<file path="config.mk">
export PLATFORM = sky130hd
export DESIGN_NAME = sample_capture_ctrl_flat
export DESIGN_NICKNAME = d
export VERILOG_FILES = /design/src/rtl/spectrum_pkg.sv /design/src/rtl/sample_capture_ctrl_if.sv /design/src/rtl/sample_capture_ctrl_addr_bitrev.sv /design/src/rtl/sample_capture_ctrl.sv /design/src/flat_wrapper.sv
export SDC_FILE = /design/constraint.sdc
export NUM_CORES = 1
export LEC_CHECK = 0
export CORE_ASPECT_RATIO = 0.5
export CORE_MARGIN = 2
export CORE_UTILIZATION = 45
export CTS_CLUSTER_SIZE = 20
export DETAILED_ROUTE_END_ITERATION = 7
export HOLD_SLACK_MARGIN = 0.03
export PLACE_DENSITY = 0.89
export SLEW_MARGIN = 20
export SYNTH_ARGS = -nofsm -noshare
export SYNTH_HDL_FRONTEND = slang
export SYNTH_SLANG_ARGS = --single-unit
</file>
<file path="constraint.sdc">
create_clock -name Clk -period 3.25 [get_ports Clk]
set_clock_uncertainty 0.15 [all_clocks]
set_input_delay 0.65 -clock Clk [delete_from_list [all_inputs] [get_ports Clk]]
set_output_delay 0.65 -clock Clk [all_outputs]
set_load 0.1 [all_outputs]
</file>
<file path="src/rtl/spectrum_pkg.sv">
// Shared definitions for the spectrum analyzer front end: RAM geometry
// defaults and the capture controller state encoding.
package spectrum_pkg;

  localparam int DEF_RAM_WIDTH     = 18;
  localparam int DEF_RAM_ADDR_BITS = 10;
  localparam int DEF_SAMPLE_WIDTH  = 12;

  localparam logic [1:0] IDLE = 2'd0;
  localparam logic [1:0] FILL = 2'd1;
  localparam logic [1:0] HOLD = 2'd2;

  typedef enum logic [1:0] {
    ST_IDLE = IDLE,
    ST_FILL = FILL,
    ST_HOLD = HOLD
  } cap_state_e;

endpackage

</file>
<file path="src/rtl/sample_capture_ctrl_if.sv">
// Bundle of the sample stream, RAM port A and FFT handshake signals seen by
// sample_capture_ctrl (master = the controller, slave = its environment).
interface sample_capture_ctrl_if #(
  parameter int RAM_WIDTH     = 18,
  parameter int RAM_ADDR_BITS = 10,
  parameter int SAMPLE_WIDTH  = 12
);

  // Handshakes: sample_valid qualifies sample_in for one cycle and cannot be
  // back-pressured; frame_ready stays high until frame_ack is seen, and
  // frame_ack has no effect while frame_ready is low.
  logic                     start;
  logic [SAMPLE_WIDTH-1:0]  sample_in;
  logic                     sample_valid;
  logic                     frame_ack;
  logic                     EnA;
  logic                     write_enableA;
  logic [RAM_ADDR_BITS-1:0] addrA;
  logic [RAM_WIDTH-1:0]     DinA;
  logic                     frame_ready;
  logic                     busy;
  logic                     overrun;
  logic [15:0]              frame_count;

  modport master (
    input  start, sample_in, sample_valid, frame_ack,
    output EnA, write_enableA, addrA, DinA,
    output frame_ready, busy, overrun, frame_count
  );

  modport slave (
    output start, sample_in, sample_valid, frame_ack,
    input  EnA, write_enableA, addrA, DinA,
    input  frame_ready, busy, overrun, frame_count
  );

endinterface

</file>
<file path="src/rtl/sample_capture_ctrl_addr_bitrev.sv">
// Purely combinational bit reversal of a W-bit address.
module addr_bitrev #(
  parameter int W = 10
) (
  input  logic [W-1:0] i_addr,
  output logic [W-1:0] o_addr
);

  always_comb begin
    o_addr = '0;
    for (int i = 0; i < W; i++) begin
      o_addr[i] = i_addr[W-1-i];
    end
  end

endmodule

</file>
<file path="src/rtl/sample_capture_ctrl.sv">
// Captures one frame of sign-extended ADC samples into RAM port A and hands it
// to the FFT stage. Define SAMPLE_CAPTURE_BITREV_EN for bit-reversed addressing.
module sample_capture_ctrl
  import spectrum_pkg::*;
#(
  parameter int RAM_WIDTH     = DEF_RAM_WIDTH,
  parameter int RAM_ADDR_BITS = DEF_RAM_ADDR_BITS,
  parameter int SAMPLE_WIDTH  = DEF_SAMPLE_WIDTH
) (
  input  logic                 Clk,
  input  logic                 Rst,
  sample_capture_ctrl_if.master bus,
  output cap_state_e           o_dbg_state
);

  localparam logic [RAM_ADDR_BITS-1:0] LAST_IDX = '1;

  cap_state_e               r_state;
  cap_state_e               w_state_next;
  logic [RAM_ADDR_BITS-1:0] r_cnt;
  logic [RAM_ADDR_BITS-1:0] w_cnt_next;
  logic                     w_accept;
  logic                     w_drop;
  logic                     w_frame_done;
  logic [RAM_ADDR_BITS-1:0] w_addr_map;
  logic [RAM_WIDTH-1:0]     w_din;

  logic                     r_en;
  logic                     r_we;
  logic [RAM_ADDR_BITS-1:0] r_addr;
  logic [RAM_WIDTH-1:0]     r_din;
  logic                     r_frame_ready;
  logic                     r_busy;
  logic                     r_overrun;
  logic [15:0]              r_frame_count;

  always_comb begin
    w_state_next = r_state;
    w_cnt_next   = r_cnt;
    w_accept     = 1'b0;
    w_drop       = 1'b0;
    w_frame_done = 1'b0;
    case (r_state)
      ST_IDLE: begin
        if (bus.start) begin
          w_state_next = ST_FILL;
          w_cnt_next   = '0;
        end
      end
      ST_FILL: begin
        if (bus.sample_valid) begin
          w_accept   = 1'b1;
          w_cnt_next = r_cnt + RAM_ADDR_BITS'(1);
          if (r_cnt == LAST_IDX) begin
            w_state_next = ST_HOLD;
          end
        end
      end
      ST_HOLD: begin
        // A sample arriving with the ack still belongs to the held frame's
        // window, so it is dropped and flagged even though we leave HOLD.
        w_drop = bus.sample_valid;
        if (bus.frame_ack) begin
          w_state_next = ST_FILL;
          w_cnt_next   = '0;
          w_frame_done = 1'b1;
        end
      end
      default: begin
        w_state_next = ST_IDLE;
      end
    endcase
  end

  assign w_din = RAM_WIDTH'($signed(bus.sample_in));

`ifdef SAMPLE_CAPTURE_BITREV_EN
  addr_bitrev #(
    .W (RAM_ADDR_BITS)
  ) u_addr_bitrev (
    .i_addr (r_cnt),
    .o_addr (w_addr_map)
  );
`else
  assign w_addr_map = r_cnt;
`endif

  // Status flags are registered from the next state so they line up with the
  // write that causes the transition.
  always_ff @(posedge Clk) begin
    if (Rst) begin
      r_state       <= ST_IDLE;
      r_cnt         <= '0;
      r_en          <= 1'b0;
      r_we          <= 1'b0;
      r_addr        <= '0;
      r_din         <= '0;
      r_frame_ready <= 1'b0;
      r_busy        <= 1'b0;
      r_overrun     <= 1'b0;
      r_frame_count <= '0;
    end else begin
      r_state       <= w_state_next;
      r_cnt         <= w_cnt_next;
      r_en          <= w_accept;
      r_we          <= w_accept;
      r_frame_ready <= (w_state_next == ST_HOLD);
      r_busy        <= (w_state_next == ST_FILL);
      if (w_accept) begin
        r_addr <= w_addr_map;
        r_din  <= w_din;
      end
      if (w_drop) begin
        r_overrun <= 1'b1;
      end
      if (w_frame_done) begin
        r_frame_count <= r_frame_count + 16'd1;
      end
    end
  end

  assign bus.EnA           = r_en;
  assign bus.write_enableA = r_we;
  assign bus.addrA         = r_addr;
  assign bus.DinA          = r_din;
  assign bus.frame_ready   = r_frame_ready;
  assign bus.busy          = r_busy;
  assign bus.overrun       = r_overrun;
  assign bus.frame_count   = r_frame_count;
  assign o_dbg_state       = r_state;

endmodule

</file>
<file path="src/flat_wrapper.sv">
// flat-port wrapper written by rule: the top's interface ports become plain ports
module sample_capture_ctrl_flat import spectrum_pkg::*;
#(
  parameter int RAM_WIDTH     = DEF_RAM_WIDTH,
  parameter int RAM_ADDR_BITS = DEF_RAM_ADDR_BITS,
  parameter int SAMPLE_WIDTH  = DEF_SAMPLE_WIDTH
)
  (Clk, Rst, o_dbg_state, bus_start, bus_sample_in, bus_sample_valid, bus_frame_ack, bus_EnA, bus_write_enableA, bus_addrA, bus_DinA, bus_frame_ready, bus_busy, bus_overrun, bus_frame_count);
  sample_capture_ctrl_if #(.RAM_WIDTH(RAM_WIDTH), .RAM_ADDR_BITS(RAM_ADDR_BITS), .SAMPLE_WIDTH(SAMPLE_WIDTH)) bus_i ();
  input  logic Clk;
  input  logic Rst;
  output cap_state_e o_dbg_state;
  input wire logic [$bits(bus_i.start)-1:0] bus_start;
  input wire logic [$bits(bus_i.sample_in)-1:0] bus_sample_in;
  input wire logic [$bits(bus_i.sample_valid)-1:0] bus_sample_valid;
  input wire logic [$bits(bus_i.frame_ack)-1:0] bus_frame_ack;
  output wire logic [$bits(bus_i.EnA)-1:0] bus_EnA;
  output wire logic [$bits(bus_i.write_enableA)-1:0] bus_write_enableA;
  output wire logic [$bits(bus_i.addrA)-1:0] bus_addrA;
  output wire logic [$bits(bus_i.DinA)-1:0] bus_DinA;
  output wire logic [$bits(bus_i.frame_ready)-1:0] bus_frame_ready;
  output wire logic [$bits(bus_i.busy)-1:0] bus_busy;
  output wire logic [$bits(bus_i.overrun)-1:0] bus_overrun;
  output wire logic [$bits(bus_i.frame_count)-1:0] bus_frame_count;
  assign bus_i.start = bus_start;
  assign bus_i.sample_in = bus_sample_in;
  assign bus_i.sample_valid = bus_sample_valid;
  assign bus_i.frame_ack = bus_frame_ack;
  assign bus_EnA = bus_i.EnA;
  assign bus_write_enableA = bus_i.write_enableA;
  assign bus_addrA = bus_i.addrA;
  assign bus_DinA = bus_i.DinA;
  assign bus_frame_ready = bus_i.frame_ready;
  assign bus_busy = bus_i.busy;
  assign bus_overrun = bus_i.overrun;
  assign bus_frame_count = bus_i.frame_count;
  sample_capture_ctrl #(.RAM_WIDTH(RAM_WIDTH), .RAM_ADDR_BITS(RAM_ADDR_BITS), .SAMPLE_WIDTH(SAMPLE_WIDTH)) u_core (.Clk(Clk), .Rst(Rst), .bus(bus_i), .o_dbg_state(o_dbg_state));
endmodule
</file>
# After elaboration in Yosys (flattened, before gate mapping)
# Cells that the tools add are included.
op_classes:
  addsub: 2
  n_eq_ne: 8
  n_mux: 14
  reduce_logical: 3
op_table:
  columns: ["operator", "count"]
  rows:
  - ["$mux 10", 3]
  - ["$pmux 10 s3", 1]
  - ["$add 16x1->16 const B", 1]
  - ["$add 10x1->10 const B", 1]
  - ["$eq 10x10->1 const B", 1]
  - ["$mux 2", 4]
  - ["$ne 2x2->1 const B", 3]
  - ["$pmux 2 s3", 1]
  - ["$mux 1", 5]
  - ["$eq 2x1->1 const B", 2]
  - ["$eq 2x2->1 const B", 2]
  - ["$reduce_and 4->1", 1]
  - ["$reduce_bool 3->1", 1]
  - ["$logic_not 2->1", 1]
word_totals:
  regBits: 54
  out_inout_bits: 51
  word_cells: 36

# Logic depth before layout (Yosys ltp)
logic_depth:
  depth_word: 5
  depth_mapped: 7
  ltp_nobuf: 5

# Worst setup path before layout
# No wires, ideal clock.
synth_path:
  path_kind: "register to register"
  startpoint: "register u_core.r_state[0] (netlist: u_core.o_dbg_state[0])"
  endpoint: "register u_core.r_cnt[7]"
  setup_time_ps: 70
  t_arrival_ps: 2157
  t_required_ps: 3030
  path_slack_ps: 873
  path_stages_with_launch: 7
  synth_period_minus_slack_ps: 2377
  cell_sequence: "dfxtp_1 > buf_4 > and3b_1 > buf_4 > a21oi_2 > or4_1 > a21oi_1"
synth_via:
  elab_chain_len: 3
  elab_cells_between_ends: 9
  cone_classes: "5 x eq/ne; 1 x mux; 3 x reduce/logical"
synth_rtl:
  columns: ["item", "line", "text"]
  rows:
  - ["start: declaration", "sample_capture_ctrl.sv:18", "cap_state_e r_state;"]
  - ["start signal: assignment", "sample_capture_ctrl.sv:103", "r_state <= w_state_next;"]
  - ["$eq 2x2->1, or another cell as far along", "sample_capture_ctrl.sv:43", "case (r_state)"]
  - ["$ne 2x2->1 (no line) / $reduce_bool 3->1 (equally long branches)", null, null]
  - ["$reduce_and 4->1 (no line)", null, null]
  - ["end signal: assignment", "sample_capture_ctrl.sv:104", "r_cnt <= w_cnt_next;"]
  - ["end: declaration", "sample_capture_ctrl.sv:20", "logic [RAM_ADDR_BITS-1:0] r_cnt;"]
# Parallel ways exist; a longest one is shown, timed or not.
# A chain may end at the register's enable or synchronous reset.

# Worst setup path in the final report
layout_path:
  startpoint: "input port bus_frame_ack"
  endpoint: "register u_core.r_frame_count[9] (netlist: u_core.bus.frame_count[9])"
layout_via:
  elab_chain_len: 2
layout_rtl:
  columns: ["item", "line", "text"]
  rows:
  - ["start: declaration", "flat_wrapper.sv:16", "input wire logic [$bits(bus_i.frame_ack)-1:0] bus_frame_ack;"]
  - ["$mux 1", "sample_capture_ctrl.sv:63", "if (bus.frame_ack) begin"]
  - ["$mux 1", "sample_capture_ctrl.sv:43", null]
  - ["end signal: assignment", "sample_capture_ctrl.sv:117", "r_frame_count <= r_frame_count + 16'd1;"]
  - ["end: declaration", "sample_capture_ctrl.sv:35", "logic [15:0] r_frame_count;"]
# No other way between the ends.

==> results.json <==
{
  "ctsResizeCount": 0,
  "netlist_area_um2": 2242,
  "p_int_mw": 0.8889,
  "grt_max_degree": 26,
  "ant_nets": 0,
  "first_pass_iters": 4,
  "ctsRootBufferMaster": "clkbuf_8",
  "row_count": 18,
  "cts_max_level": 2,
  "outcome": "complete, no violations",
  "path_clk_slew_ps": 90,
  "clockBufferDepth": 2,
  "yosysWarningCount": 0,
  "cp_slowest_cell": "clkdlybuf4s50_1",
  "ys_seq_elements": 54,
  "core_area_um2": 4865,
  "most-common-layout-cells": "buf_4 (55), dfxtp_1 (54), nand2_1 (51)",
  "cts.sinks": 54,
  "tritoncts": "done",
  "fill_cells": 442,
  "place_inst": 384,
  "fin_crit_sh_pct": 65.95,
  "insertion_delay_ps": 300,
  "overflow": 0,
  "ys_types": 39,
  "vias": 2056,
  "initial_core_util_pct": 46.09,
  "die_x_um": 103.8,
  "die_h_um": 53.92,
  "dpl.hpwl_um": 3837,
  "drive_gt1_share_pct": 20.81,
  "hold_ws_ps": 307.9,
  "diodes": 0,
  "hold_buffers": 0,
  "worstSetupStartpointType": "primary input",
  "cts_setup_buffers": 0,
  "ys_seq_area_share_pct": 48.21,
  "clockPowerShare_pct": 31.0,
  "cp-end-kind": "flip-flop",
  "slew_headroom_pct": 65.48,
  "area_growth_pct": 27.90,
  "report.final.slew_viol_count": 0,
  "critical_path.max_stage_delay_ps": 520,
  "dieArea_um2": 5598,
  "final_common_cell": "buf_4",
  "worstPathArrival_ps": 2230,
  "cts_made_buffers": 5,
  "grt_pass1_vias": 1881,
  "setup_viol": 0,
  "synth_area_per_cell_um2": 8.461,
  "portBuffers": 67,
  "power_mw": 1.241,
  "finalSetupTns_ps": 0,
  "io-pin-count": 68,
  "combPwrFrac_pct": 14.4,
  "crit_fanout": 9,
  "synthCells": 265,
  "drtIter0Drc": 95,
  "maxCapViolations": 0,
  "routedWlPerCell_um": 13.39,
  "rsz0062_at_grt": "false",
  "post_dp_cell_area_um2": 2776,
  "regArea_um2": 1081,
  "powerDensity_nw_per_um2": 432.7,
  "instances_no_fill": 392,
  "seq_power_share_pct": 54.7,
  "peakVddDrop_mv": 0.2370,
  "vias_per_cell": 5.245,
  "hp-class": "flip-flop to flip-flop",
  "p_sw_mw": 0.3521,
  "final_nets": 340,
  "swShare_pct": 28.37,
  "tightest_slew_ps": 517.8,
  "synth.net_count": 284,
  "wirelength_um": 5248,
  "antenna_found_initial": 0,
  "min_period_ps": 2143,
  "hold_viol_final": 0,
  "grt_pass1_wl_um": 8321,
  "design_area_um2": 2868,
  "multi_input_area_um2": 1020,
  "gp_congestion": 0.7748,
  "p_leak_nw": 1.100,
  "crit_type": "primary input to flip-flop",
  "drc": 0,
  "required_ps": 3340,
  "grtUsageTotal_pct": 18.53,
  "fmax_mhz": 466.6,
  "cp_cell_sequence": "clkdlybuf4s50_1 -> and4b_1 -> nand2_1 -> or3_1 -> a21oi_1"
}
-- cell usage after synthesis --
cell	instances	area share [%]
nand3b_1	1	0.33
a21oi_2	1	0.39
o21ai_0	10	2.2
ha_1	2	1.1
a32oi_1	1	0.39
and3b_1	2	0.78
o31ai_1	2	0.67
o311ai_1	1	0.39
or2_1	1	0.28
buf_4	11	3.7
nand2_2	1	0.28
xor2_1	8	3.1
buf_1	2	0.33
nand2b_1	2	0.56
a21oi_1	38	8.5
and3_1	2	0.56
a311o_1	1	0.45
nor4_2	1	0.56
clkbuf_1	7	1.2
dfxtp_1	54	48
nand4b_1	2	0.78
nor2_1	15	2.5
nand2_1	51	8.5
mux2_4	1	0.67
and4b_1	1	0.45
nand3_1	10	2.2
and4_1	2	0.78
inv_2	1	0.17
mux2i_1	2	0.89
a211oi_1	2	0.67
or4_1	2	0.67
and2_1	1	0.28
xnor2_1	2	0.78
buf_2	2	0.45
a31oi_1	1	0.28
a21o_1	1	0.33
nand4_1	8	2.2
or3_1	10	2.8
inv_1	3	0.50
-- cell families after synthesis --
logic type	Yosys count	share of synthesized area, %
buffers and inverters	26	6.306
AOI/OAI and AO/OA	58	14.29
and+or+nand+nor	112	24.61
DFF	54	48.21
adders and majority gates	2	1.116
xor gates and xnor gates	10	3.907
muxes	3	1.562
-- metal layers --
metal | routed length, um | share of wire, % | global-route usage (%)
met4 | 59 | 1.1 | 7.432
met1 | 2261 | 43 | 21.41
met2 | 2739 | 52 | 35.75
met5 | 0 | 0 | 0
met3 | 187 | 3.6 | 3.269
-- final cells by class --
cell class              count  area share, %
well taps                  70          3.054
flip-flops and latches     54          37.70
clock buffers               7          3.010
inverters                   4         0.5236
clock inverters             1         0.1745
repair buffers             71          19.98
multi-input cells         185          35.56
-- worst max-delay path: cells and delay by family --
family                 cells  cell delay (ps)
buffers and inverters      1              520
AND/OR/NAND/NOR            3              900
AO/OA/AOI/OAI              1              160
-- state kept, by name, summed over array words and instances, names as in the netlist --
signal and count:
u_core.bus.frame_ready 1, u_core.bus.frame_count 16, u_core.o_dbg_state 2, u_core.bus.addrA 10, u_core.bus.busy 1, u_core.r_cnt 10, u_core.bus.EnA 1, u_core.bus.DinA 12
u_core.bus.overrun 1
-- power by group through the flow --
stage	clock network [mW]	logic (mW)	registers [mW]
floorplan	0	0.0735	0.753
global placement	0	0.175	0.693
detailed placement	0	0.179	0.694
CTS	0.391	0.179	0.678
global route	0.419	0.186	0.680
finish	0.384	0.179	0.678
-- metrics by stage --
step | setup slack [ps] | utilization, %
after floorplan | 872.7 | -
after global placement | 826.8 | 57.07
after detailed placement | 791.0 | 57.07
after CTS | 1107 | 58.95
after global routing | 1006 | 58.95
final | 1107 | 58.95
-- path summary, 6_finish.rpt --
check	from	endpoint	slack, ps	cells past startpoint
max	bus_frame_ack	u_core.bus.frame_count[9]$_SDFFE_PP0P_	1110	5
min	u_core.bus.addrA[8]$_SDFFE_PP0P_	u_core.bus.addrA[8]$_SDFFE_PP0P_	310	2
max reg2reg	u_core.o_dbg_state[1]$_SDFF_PP0_	u_core.r_cnt[2]$_SDFFE_PP0P_	1340	4
min reg2reg	u_core.bus.addrA[8]$_SDFFE_PP0P_	u_core.bus.addrA[8]$_SDFFE_PP0P_	310	2
(Power assumes the default switching activity.)
